`src/rtl/regfile_wb_pkg.sv`:
```
// Shared types for the register-file write-port arbiter.
// The write-request struct is sized at the default port widths.
package regfile_wb_pkg;

   localparam int STARVE_CNT_W = 4;
   localparam int RF_ADDR_W    = 5;
   localparam int RF_DATA_W    = 256;

   typedef enum logic {
      PIPE = 1'b0,
      HOLD = 1'b1
   } arb_state_t;

   typedef struct packed {
      logic                 vec;
      logic [RF_ADDR_W-1:0] rd;
      logic [RF_DATA_W-1:0] data;
   } wr_req_t;

endpackage

```
`src/rtl/regfile_wb_arbiter_starve.sv`:
```
// Saturating counter of consecutive cycles the external requester lost the port.
// o_reach flags that the count lands on LIMIT at the coming edge.
module wb_starve_counter
   import regfile_wb_pkg::*;
#(
   parameter int LIMIT = 4
) (
   input  logic clk,
   input  logic rst,
   input  logic i_inc,
   input  logic i_clr,
   output logic o_reach
);

   localparam logic [STARVE_CNT_W-1:0] LIM = STARVE_CNT_W'(LIMIT);

   logic [STARVE_CNT_W-1:0] r_cnt;
   logic [STARVE_CNT_W-1:0] w_cnt_nxt;

   always_comb begin
      w_cnt_nxt = r_cnt;
      if (i_clr)
         w_cnt_nxt = '0;
      else if (i_inc && (r_cnt < LIM))
         w_cnt_nxt = r_cnt + 1'b1;
   end

   always_ff @(posedge clk or negedge rst) begin
      if (!rst)
         r_cnt <= '0;
      else
         r_cnt <= w_cnt_nxt;
   end

   assign o_reach = (w_cnt_nxt == LIM);

endmodule

```
`src/rtl/regfile_wb_arbiter.sv`:
```
// Shares the register-file write port between pipeline write-back (priority,
// never stalled by this block) and an external valid/ready requester.
//
// state | meaning
// PIPE  | normal arbitration, stall_req low
// HOLD  | external side starved, stall_req high until it transfers or withdraws
module regfile_wb_arbiter
   import regfile_wb_pkg::*;
#(
   parameter int DATA_W     = RF_DATA_W,
   parameter int ADDR_W     = RF_ADDR_W,
   parameter int STARVE_MAX = 4
) (
   input  logic              clk,
   input  logic              rst,
   input  logic              wb_valid,
   input  logic              wb_vec,
   input  logic [ADDR_W-1:0] wb_rd,
   input  logic [DATA_W-1:0] wb_data,
   input  logic              ext_valid,
   output logic              ext_ready,
   input  logic              ext_vec,
   input  logic [ADDR_W-1:0] ext_rd,
   input  logic [DATA_W-1:0] ext_data,
   output logic              stall_req,
   output logic              wr_scalar,
   output logic              wr_vector,
   output logic [ADDR_W-1:0] wr_rd,
   output logic [DATA_W-1:0] wr_data,
   output logic              wr_src
);

   arb_state_t r_state, w_state_nxt;
   wr_req_t    w_req, r_req;
   logic       w_grant, w_ext_xfer, w_reach;
   logic       r_wr_scalar, r_wr_vector, r_wr_src;

   assign w_ext_xfer = ext_valid & ~wb_valid;
   assign w_grant    = wb_valid | ext_valid;
   assign ext_ready  = w_ext_xfer;

   always_comb begin
      w_req = wb_valid ? '{vec: wb_vec,  rd: wb_rd,  data: wb_data}
                       : '{vec: ext_vec, rd: ext_rd, data: ext_data};
   end

   wb_starve_counter #(
      .LIMIT (STARVE_MAX)
   ) u_starve (
      .clk     (clk),
      .rst     (rst),
      .i_inc   (ext_valid & wb_valid),
      .i_clr   (w_ext_xfer | ~ext_valid),
      .o_reach (w_reach)
   );

   always_comb begin
      w_state_nxt = r_state;
      case (r_state)
         PIPE:    if (w_reach) w_state_nxt = HOLD;
         HOLD:    if (w_ext_xfer || !ext_valid) w_state_nxt = PIPE;
         default: w_state_nxt = PIPE;
      endcase
   end

   always_ff @(posedge clk or negedge rst) begin
      if (!rst)
         r_state <= PIPE;
      else
         r_state <= w_state_nxt;
   end

   // Destination/data/source hold through idle cycles; only enables drop.
   always_ff @(posedge clk or negedge rst) begin
      if (!rst) begin
         r_wr_scalar <= 1'b0;
         r_wr_vector <= 1'b0;
         r_wr_src    <= 1'b0;
         r_req       <= '0;
      end else begin
         r_wr_scalar <= w_grant & ~w_req.vec;
         r_wr_vector <= w_grant &  w_req.vec;
         if (w_grant) begin
            r_req    <= w_req;
            r_wr_src <= ~wb_valid;
         end
      end
   end

   assign stall_req = (r_state == HOLD);
   assign wr_scalar = r_wr_scalar;
   assign wr_vector = r_wr_vector;
   assign wr_rd     = r_req.rd;
   assign wr_data   = r_req.data;
   assign wr_src    = r_wr_src;

endmodule
```
`config.mk`:
```
export PLATFORM = sky130hd
export DESIGN_NAME = regfile_wb_arbiter
export DESIGN_NICKNAME = d
export VERILOG_FILES = /design/src/rtl/regfile_wb_pkg.sv /design/src/rtl/regfile_wb_arbiter_starve.sv /design/src/rtl/regfile_wb_arbiter.sv
export SDC_FILE = /design/constraint.sdc
export NUM_CORES = 1
export LEC_CHECK = 0
export ABC_CLOCK_PERIOD_IN_PS = 2200
export CORE_AREA = 2 2 305 307
export CTS_CLUSTER_DIAMETER = 30
export CTS_CLUSTER_SIZE = 28
export DETAILED_ROUTE_END_ITERATION = 12
export DIE_AREA = 0 0 307 309
export HOLD_SLACK_MARGIN = 0.06
export PLACE_DENSITY_LB_ADDON = 0.15
export REMOVE_ABC_BUFFERS = 1
export SYNTH_ARGS = -nofsm -noshare
export SYNTH_HDL_FRONTEND = slang
export SYNTH_SLANG_ARGS = --single-unit
```
`constraint.sdc`:
```
create_clock -name clk -period 2.2 [get_ports clk]
set_clock_uncertainty 0.15 [all_clocks]
set_input_delay 0.44 -clock clk [delete_from_list [all_inputs] [get_ports clk]]
set_output_delay 0.44 -clock clk [all_outputs]
set_load 0.05 [all_outputs]
```
Word level (Yosys, flattened, before mapping)
Index checks and enable logic that the tools add are counted.
{"block": "op_classes", "addsub": 1, "n_lt_le_gt_ge": 1, "eq_ne": 1, "mux": 6, "bitwise_logic": 10, "n_reduce_logical": 3}
{"operator": "$mux W262", "count": 1}
{"operator": "$mux W4", "count": 2}
{"operator": "$add A4 B1 Y4 const B", "count": 1}
{"operator": "$and A1 B1 Y1", "count": 4}
{"operator": "$eq A4 B3 Y1 const B", "count": 1}
{"operator": "$lt A4 B3 Y1 const B", "count": 1}
{"operator": "$not A1 Y1", "count": 4}
{"operator": "$mux W1", "count": 2}
{"operator": "$or A1 B1 Y1", "count": 2}
{"operator": "$pmux W1 S2", "count": 1}
{"operator": "$logic_and A1 B1 Y1", "count": 1}
{"operator": "$logic_not A1 Y1", "count": 1}
{"operator": "$logic_or A1 B1 Y1", "count": 1}
{"block": "totals", "regBits": 269, "out_inout_bits": 266, "word_cells": 29}

Depth between registers and ports, before layout
Gate-level depths: netlist of run 1.
{"block": "logic_depth", "ltp_word": 7, "mapped_depth": 6, "ltp_nobuf": 4}

Hierarchy
A second synthesis of run 1 with hierarchy kept.
{"block": "hier_totals", "hier_cells": 1166, "area_unflattened_um2": 12595.8}
{"module": "regfile_wb_arbiter", "n_inst": 1, "cells_per_inst": 1147, "area_each_um2": 12393.1, "seq_area_each_um2": 6631.4}
{"module": "wb_starve_counter", "n_inst": 1, "cells_per_inst": 19, "area_each_um2": 202.7, "seq_area_each_um2": 100.1}

Worst setup path after synthesis of run 1
OpenSTA, ideal clock, no wires.
{"block": "synth_timing", "path_type": "input-to-output", "start": "input port wb_valid", "end": "output port ext_ready", "arrival_ps": 1195, "slack_ps": 415, "cell_stages": 3, "n_path_buf": 2, "cell_sequence": "buf_4 -> buf_6 -> and2b_1"}
{"block": "synth_via", "elab_chain_cells": 2}
{"element": "start, declared", "line": "regfile_wb_arbiter.sv:16", "text": "input logic wb_valid,"}
{"element": "$not A1 Y1", "line": "regfile_wb_arbiter.sv:38", "text": "assign w_ext_xfer = ext_valid & ~wb_valid;"}
{"element": "$and A1 B1 Y1", "line": "regfile_wb_arbiter.sv:38"}
{"element": "end, declared", "line": "regfile_wb_arbiter.sv:21", "text": "output logic ext_ready,"}
Every way passes these cells.

Final worst setup path of run 1
{"block": "layout_timing", "start": "register r_req (netlist bit wr_data[254])", "end": "output port wr_data[254]"}
{"element": "start, declared", "line": "regfile_wb_arbiter.sv:34", "text": "wr_req_t w_req, r_req;"}
{"element": "start signal, assigned", "line": "regfile_wb_arbiter.sv:84", "text": "r_req <= w_req;"}
{"element": "end, declared", "line": "regfile_wb_arbiter.sv:29", "text": "output logic [DATA_W-1:0] wr_data,"}
No word-level cell between the ends.

==> results.md, run 1 <==
- Total power draw: about 24 mW
- Drt initial violations: 455
- Net switching component of the power: 6.89 mW
- Critical Path RT: 1610 ps
- CP Launch Type: register
- Switch share: 28.5%
- Synthesized flop and latch total: about 270
- Port bufs: 793
- CP cell instances: dlygate4sd2_1
- Combinational Power Share: 19.3%
- Worst reg2reg startpoint: u_starve.r_cnt[0]
- Final setup violation count: 0
- R2R cell count: 4
- Cell Int Power: 17.3 mW
- Yosys top cell area share: between 50% and 60%
- Hold Fails Final Rpt: 0
- Number of global-route vias before repair: 13,400
- Reg2Reg Capture Point: stall_req
- CP Class: register to output pin
- Commonest non-fill, non-tap cell in the layout: clkdlybuf4s50_1
- Pleak: 11.3 nW
- TritonCTS clock tree: yes
- DR vias/cell: ~3.7
- HPWL Detailed: 45.9 mm
- Maximum Capacitance Violations: 0
- Initial antenna violation count: 11
- Tot GR Track Use: 12.4%
- Clock sinks: 269
- Final #Nets: roughly 2,600
- Clk pwr share: 57.2%
- DR DRC count: 0
- Worst slew margin: 61.3%
- Syn Area/Cell: ~11 µm²
- Crit path time final: 2120 ps
- Starting Density: between 10% and 20%
- Clock latency at the later pin of the worst-skew pair: 620 ps
- Core Area: 0.0914 mm²
- Setup TNS: 0 ps
- Pwr Density: 972 mW/mm²
- Placer Congestion: 0.824
- Pins Over Slew Limit: 0
- Post-Synthesis Cells: 1,165
- WP buf/inv: 1
- VDD IR max: between 0.5 and 0.6 mV
- Synthesized area: 0.0125 mm²
- Worst hold path cell count: 3
- Area Growth Syn to Fin: 98.4%
- Drt wl/cell: between 15 and 20 µm
- Num ports: 794
- R2r setup slk: 710 ps
- Antenna Violating Nets Remaining: 0
- Crit. End Element: output pin
- Cell variety after synth: 21
- Largest area contributor in the netlist: dfrtp_1
- Hold Path Sink: wr_vector
- Status: completed
- Largest buffer count on any clock path: 3
- Max Fanout on Critical Path: 2
- Seq pwr share: a little under a quarter
- Pre-antenna DRT Iters: 5
- Die width: 307 µm
- Largest net degree at the start of global routing: 116
- Post-Route WL: 60.5 mm
- Period utilisation layout: 96.5%
- CTS clk-pin slew, worst paths: 40 ps
- Arrival time at the worst endpoint: 1530 ps
- Hold Startpoint: ext_valid
- Slowest cell on crit path: dlygate4sd2_1
- Rows: roughly 110
- Highest-count cells in the layout ignoring fill and taps: 524 x clkdlybuf4s50_1, 269 x dfrtp_1, 263 x nand2_1, 261 x mux2i_1, 256 x o21ai_1
- Layout cell share with drive strength beyond 1: 15.3%
- Total CTS buffers: 106
- Least-Margin Pin Slew: 579 ps
- Fmax: 471 MHz
- Global-route wire length before repair: slightly below 90 mm
- GR Overflow Total: 0
- Die ar.: 0.0949 mm²
- Synth area leaders: dfrtp_1 54%, mux2i_1 21%, o21ai_1 10%
- RSZ-0062 raised after global routing: false
- # H-tree levels: 3
- Clock root cell: clkbuf_16
- Chip height: 309 µm
- Critical path's largest stage delay: 560 ps
- Crit path max-delay family: buffers and inverters
- Register area share after synthesis: between 50% and 60%
- Vias: 12,200
- Fill count: 9,673
- Hold crit path type: primary input to register
- YS warnings: 0
-- cell families (layout without fill, tap and decap cells) --
group	after synthesis	after routing	share of synthesized area, %
adder cells (fa/ha/maj)	1	1	0.0998
flip-flops	269	269	53.7
other	0	11	0
AND/OR/NAND/NOR	272	272	8.26
buffers and inverters	93	1034	6.17
multiplexers	261	261	20.9
XOR/XNOR	1	1	0.0699
AO/OA/AOI/OAI	268	268	10.8
-- timing repair --
action,4_1_cts,5_1_grt
hold buffers,4,0
buffers inserted,0,0
gates resized for setup,177,25
pin swaps,0,0
endpoints found under the setup margin,162,25
hold endpoints to repair,128,0
-- power groups by stage --
stage,clock network [mW],logic (mW),registers (mW)
final,13.8,4.65,5.68
after global routing,14.5,4.93,5.74
after floorplan,0,0.663,7.31
after global placement,0,4.90,5.74
after CTS,14.2,4.72,5.68
after detailed placement,0,4.90,5.74
-- Yosys cell counts --
| library cell | instances |
|---|---|
| a21oi_1 | 3 |
| a22o_1 | 2 |
| and2b_1 | 1 |
| buf_12 | 4 |
| buf_2 | 26 |
| buf_4 | 2 |
| buf_6 | 5 |
| buf_8 | 25 |
| clkbuf_1 | 27 |
| dfrtp_1 | 269 |
| ha_1 | 1 |
| inv_1 | 4 |
| mux2i_1 | 261 |
| nand2_1 | 263 |
| nor2_1 | 6 |
| nor3b_1 | 1 |
| nor4bb_1 | 1 |
| o21ai_0 | 5 |
| o21ai_1 | 256 |
| o21ai_2 | 2 |
| xnor2_1 | 1 |
-- per-layer routing --
| metal | routed length, µm | global-route usage (%) | vias to the layer above |
|---|---|---|---|
| met5 | 0 | 0 | - |
| met1 | 21100 | 12.2 | 5729 |
| met2 | 32300 | 22.6 | 515 |
| li1 | - | - | 5805 |
| met4 | 1780 | 5.12 | 0 |
| met3 | 5340 | 5.36 | 109 |
-- cell type report --
| type | count | area (µm²) | share of cell area, % |
|---|---|---|---|
| diodes | 11 | 27.5 | 0.111 |
| clock buffers | 168 | 3310 | 13.3 |
| clock inverters | 19 | 98.8 | 0.398 |
| inverters | 4 | 15.0 | 0.0604 |
| multi-input cells | 803 | 5020 | 20.2 |
| flip-flops and latches | 269 | 6730 | 27.1 |
| well taps | 1186 | 1480 | 5.97 |
| repair buffers | 843 | 8170 | 32.9 |
-- worst max-delay path by stage --
stage | start | to | cells after the start
after CTS | wr_data[30] | wr_data[30] | 1
after global placement | wb_valid | ext_ready | 3
after global routing | wr_data[113] | wr_data[113] | 1
after floorplan | wb_valid | ext_ready | 1
after detailed placement | wb_valid | ext_ready | 3
final | wr_data[254] | wr_data[254] | 1
-- sequential cells by signal, summed over array words and instances (netlist names) --
name	cells
stall_req	1
u_starve.r_cnt	4
wr_src	1
wr_vector	1
wr_rd	5
wr_scalar	1
wr_data	256
-- through the flow --
| step | cell area, µm² | std cells | hold slack [ps] | util [%] | setup WS [ps] |
|---|---|---|---|---|---|
| 4_1_cts | 24800 | 3292 | 131 | 27.2 | 1.51 |
| 6_report | 24900 | 3303 | 193 | 27.2 | 76.8 |
| 3_5_place_dp | 21600 | 3101 | 303 | 23.6 | 343 |
| 2_1_floorplan | 11800 | 1076 | -5.59 | - | 680 |
| 3_3_place_gp | 21600 | 3101 | 307 | 23.6 | 340 |
| 5_1_grt | 24900 | 3302 | 158 | 27.2 | 1.49 |
(Power assumes the default switching activity.)
==> inputs of run 2 (changes only) <==
--- a/config.mk
+++ b/config.mk
@@ -12,8 +12,9 @@
 export DETAILED_ROUTE_END_ITERATION = 12
 export DIE_AREA = 0 0 307 309
 export HOLD_SLACK_MARGIN = 0.06
-export PLACE_DENSITY_LB_ADDON = 0.15
+export PLACE_DENSITY = 0.35
 export REMOVE_ABC_BUFFERS = 1
+export SLEW_MARGIN = 10
 export SYNTH_ARGS = -nofsm -noshare
 export SYNTH_HDL_FRONTEND = slang
 export SYNTH_SLANG_ARGS = --single-unit
==> run 2 against run 1 <==
Compared with the run above: cell count grew 0.42%; sequential cell count did not move; power increased by 4.2%; design area rose by 1.1%; setup slack got worse by 15 ps; clock power is 7% higher; die area is the same; hold slack lost 72 ps; routed wire length is 5.5% higher; via count up 0.27%; highest routed layer is now met5.
==> results.md, run 2 (same netlist as run 1, synthesis figures left out) <==
- WP buf/inv: 1
- Crit path time final: 2140 ps
- Pre-antenna DRT Iters: 5
- Period utilisation layout: 97.2%
- Total power draw: 25.2 mW
- Vias: 12,200
- Post-CTS Setup Inserts: 0
- Pwr Density: between 1000 and 1500 mW/mm²
- Die ar.: 0.0949 mm²
- Slowest cell on crit path: dlygate4sd2_1
- Pins Over Slew Limit: 0
- Pleak: 11.4 nW
- Final Util: 27.5%
- Final #Nets: between 2,000 and 3,000
- Placed instance area: 0.0216 mm²
- Clock root cell: clkbuf_16
- Number of global-route vias before repair: 13,400
- Crit. End Element: output pin
- Crit path max-delay family: buffers and inverters
- Worst slew margin: 58.1%
- Least-Margin Pin Slew: 629 ps
- Placer Congestion: 0.791
- Hold crit path type: primary input to register
- Core Area: around 0.091 mm²
- Rows: approximately 110
- Area Growth Syn to Fin: 101%
- Clock sinks: ~270
- Switch share: 28.1%
- Clock latency at the later pin of the worst-skew pair: 640 ps
- DR DRC count: 0
- Layout cell share with drive strength beyond 1: 16.5%
- Drt wl/cell: 19.3 µm
- Starting Density: 13.7%
- CP cell instances: dlygate4sd2_1
- Post-Route WL: 63.9 mm
- Max reg flops: 256
- Total CTS buffers: 105
- Tot GR Track Use: 13.0%
- Antenna Violating Nets Remaining: 0
- Commonest non-fill, non-tap cell in the layout: clkdlybuf4s50_1
- RSZ-0062 raised after global routing: false
- DR vias/cell: around 3.7
- Fmax: 468 MHz
- Net switching component of the power: 7.06 mW
- Global-route wire length before repair: 90.7 mm
- Post-route cell area: 0.0251 mm²
- GR Overflow Total: 0
- Highest-count cells in the layout ignoring fill and taps: 524 x clkdlybuf4s50_1, 269 x dfrtp_1, 263 x nand2_1, 261 x mux2i_1, 256 x o21ai_1
- Port bufs: 793
- CP Class: register to output pin
- Largest net degree at the start of global routing: 105
- Critical Path RT: 1610 ps
- Chip height: roughly 310 µm
- Seq pwr share: 22.5%
- Max Fanout on Critical Path: 2
- HPWL Detailed: 48.7 mm
- CTS clk-pin slew, worst paths: 40 ps
- Num ports: ~800
- Clk pwr share: roughly 59%
- Cell Int Power: 18.1 mW
- Hold Fails Final Rpt: 0
- # H-tree levels: 3
- Final setup violation count: 0
- CP Launch Type: register
- Maximum Capacitance Violations: 0
- Worst hold path cell count: 3
- Status: completed
- Setup TNS: 0 ps
- Drt initial violations: 400
- Critical path's largest stage delay: 550 ps
- Die width: 307 µm
- Stages on worst setup path: 1
- VDD IR max: between 0.5 and 0.6 mV
- TritonCTS clock tree: yes
- Arrival time at the worst endpoint: 1550 ps
- Combinational Power Share: 18.7%
- Initial antenna violation count: 9
- R2R cell count: 4
- Largest buffer count on any clock path: 3
-- run 2: changes by cell type in the layout (fill, tap and decap cells not counted), sizes merged --
cell	delta
clkbuf	-5
clkinv	+3
clkdlybuf4s15	+1
dlygate4sd2	-6
buf	+19
diode	-3
dlygate4sd3	-2
bufinv	+7
-- run 2: per-layer routing --
| layer | GRT usage (%) | routed length (µm) |
|---|---|---|
| met1 | 12.7 | 21900 |
| met2 | 24.0 | 34200 |
| met3 | 5.66 | 5750 |
| met4 | 5.10 | 1950 |
| met5 | 0 | 13 |
-- run 2: worst paths after layout --
check / from / to / slack [ps]
max in group asynchronous: rst / wr_data[133] / 870
min in group asynchronous: rst / wr_data[215] / 210
min reg2reg: wr_src / wr_src / 360
max: wr_data[237] / wr_data[237] / 60
max reg2reg: u_starve.r_cnt[0] / stall_req / 640
min: ext_valid / wr_vector / 120
-- run 2: power groups by stage --
| stage | registers [mW] | logic [mW] | clock network, mW |
|---|---|---|---|
| after floorplan | 7.31 | 0.663 | 0 |
| after global placement | 5.73 | 4.94 | 0 |
| after detailed placement | 5.74 | 4.94 | 0 |
| after CTS | 5.68 | 4.77 | 15.1 |
| after global routing | 5.73 | 4.97 | 15.4 |
| final | 5.67 | 4.70 | 14.8 |
-- run 2: final cells by class --
cell class,count,area (µm²)
diodes,8,20.0
clock buffers,166,3290
clock inverters,29,324
fillers,9724,66200
inverters,4,15.0
multi-input cells,803,5020
flip-flops and latches,269,6730
well taps,1186,1480
repair buffers,852,8250
-- run 2: through the flow --
| stage | hold slack (ps) | std cells | setup slack [ps] |
|---|---|---|---|
| 6_report | 122 | 3317 | 61.8 |
| 5_1_grt | 110 | 3317 | 0.419 |
| 4_1_cts | 82.0 | 3309 | 2.67 |
| 3_5_place_dp | 311 | 3112 | 379 |
| 3_3_place_gp | 310 | 3112 | 365 |
| 2_1_floorplan | -5.59 | 1076 | 680 |
-- run 2: what timing repair did --
action                     in CTS  in global routing
hold endpoints to repair       99                  0
setup endpoints to repair     154                 19
hold buffers                    2                  0
resized for setup             174                 19
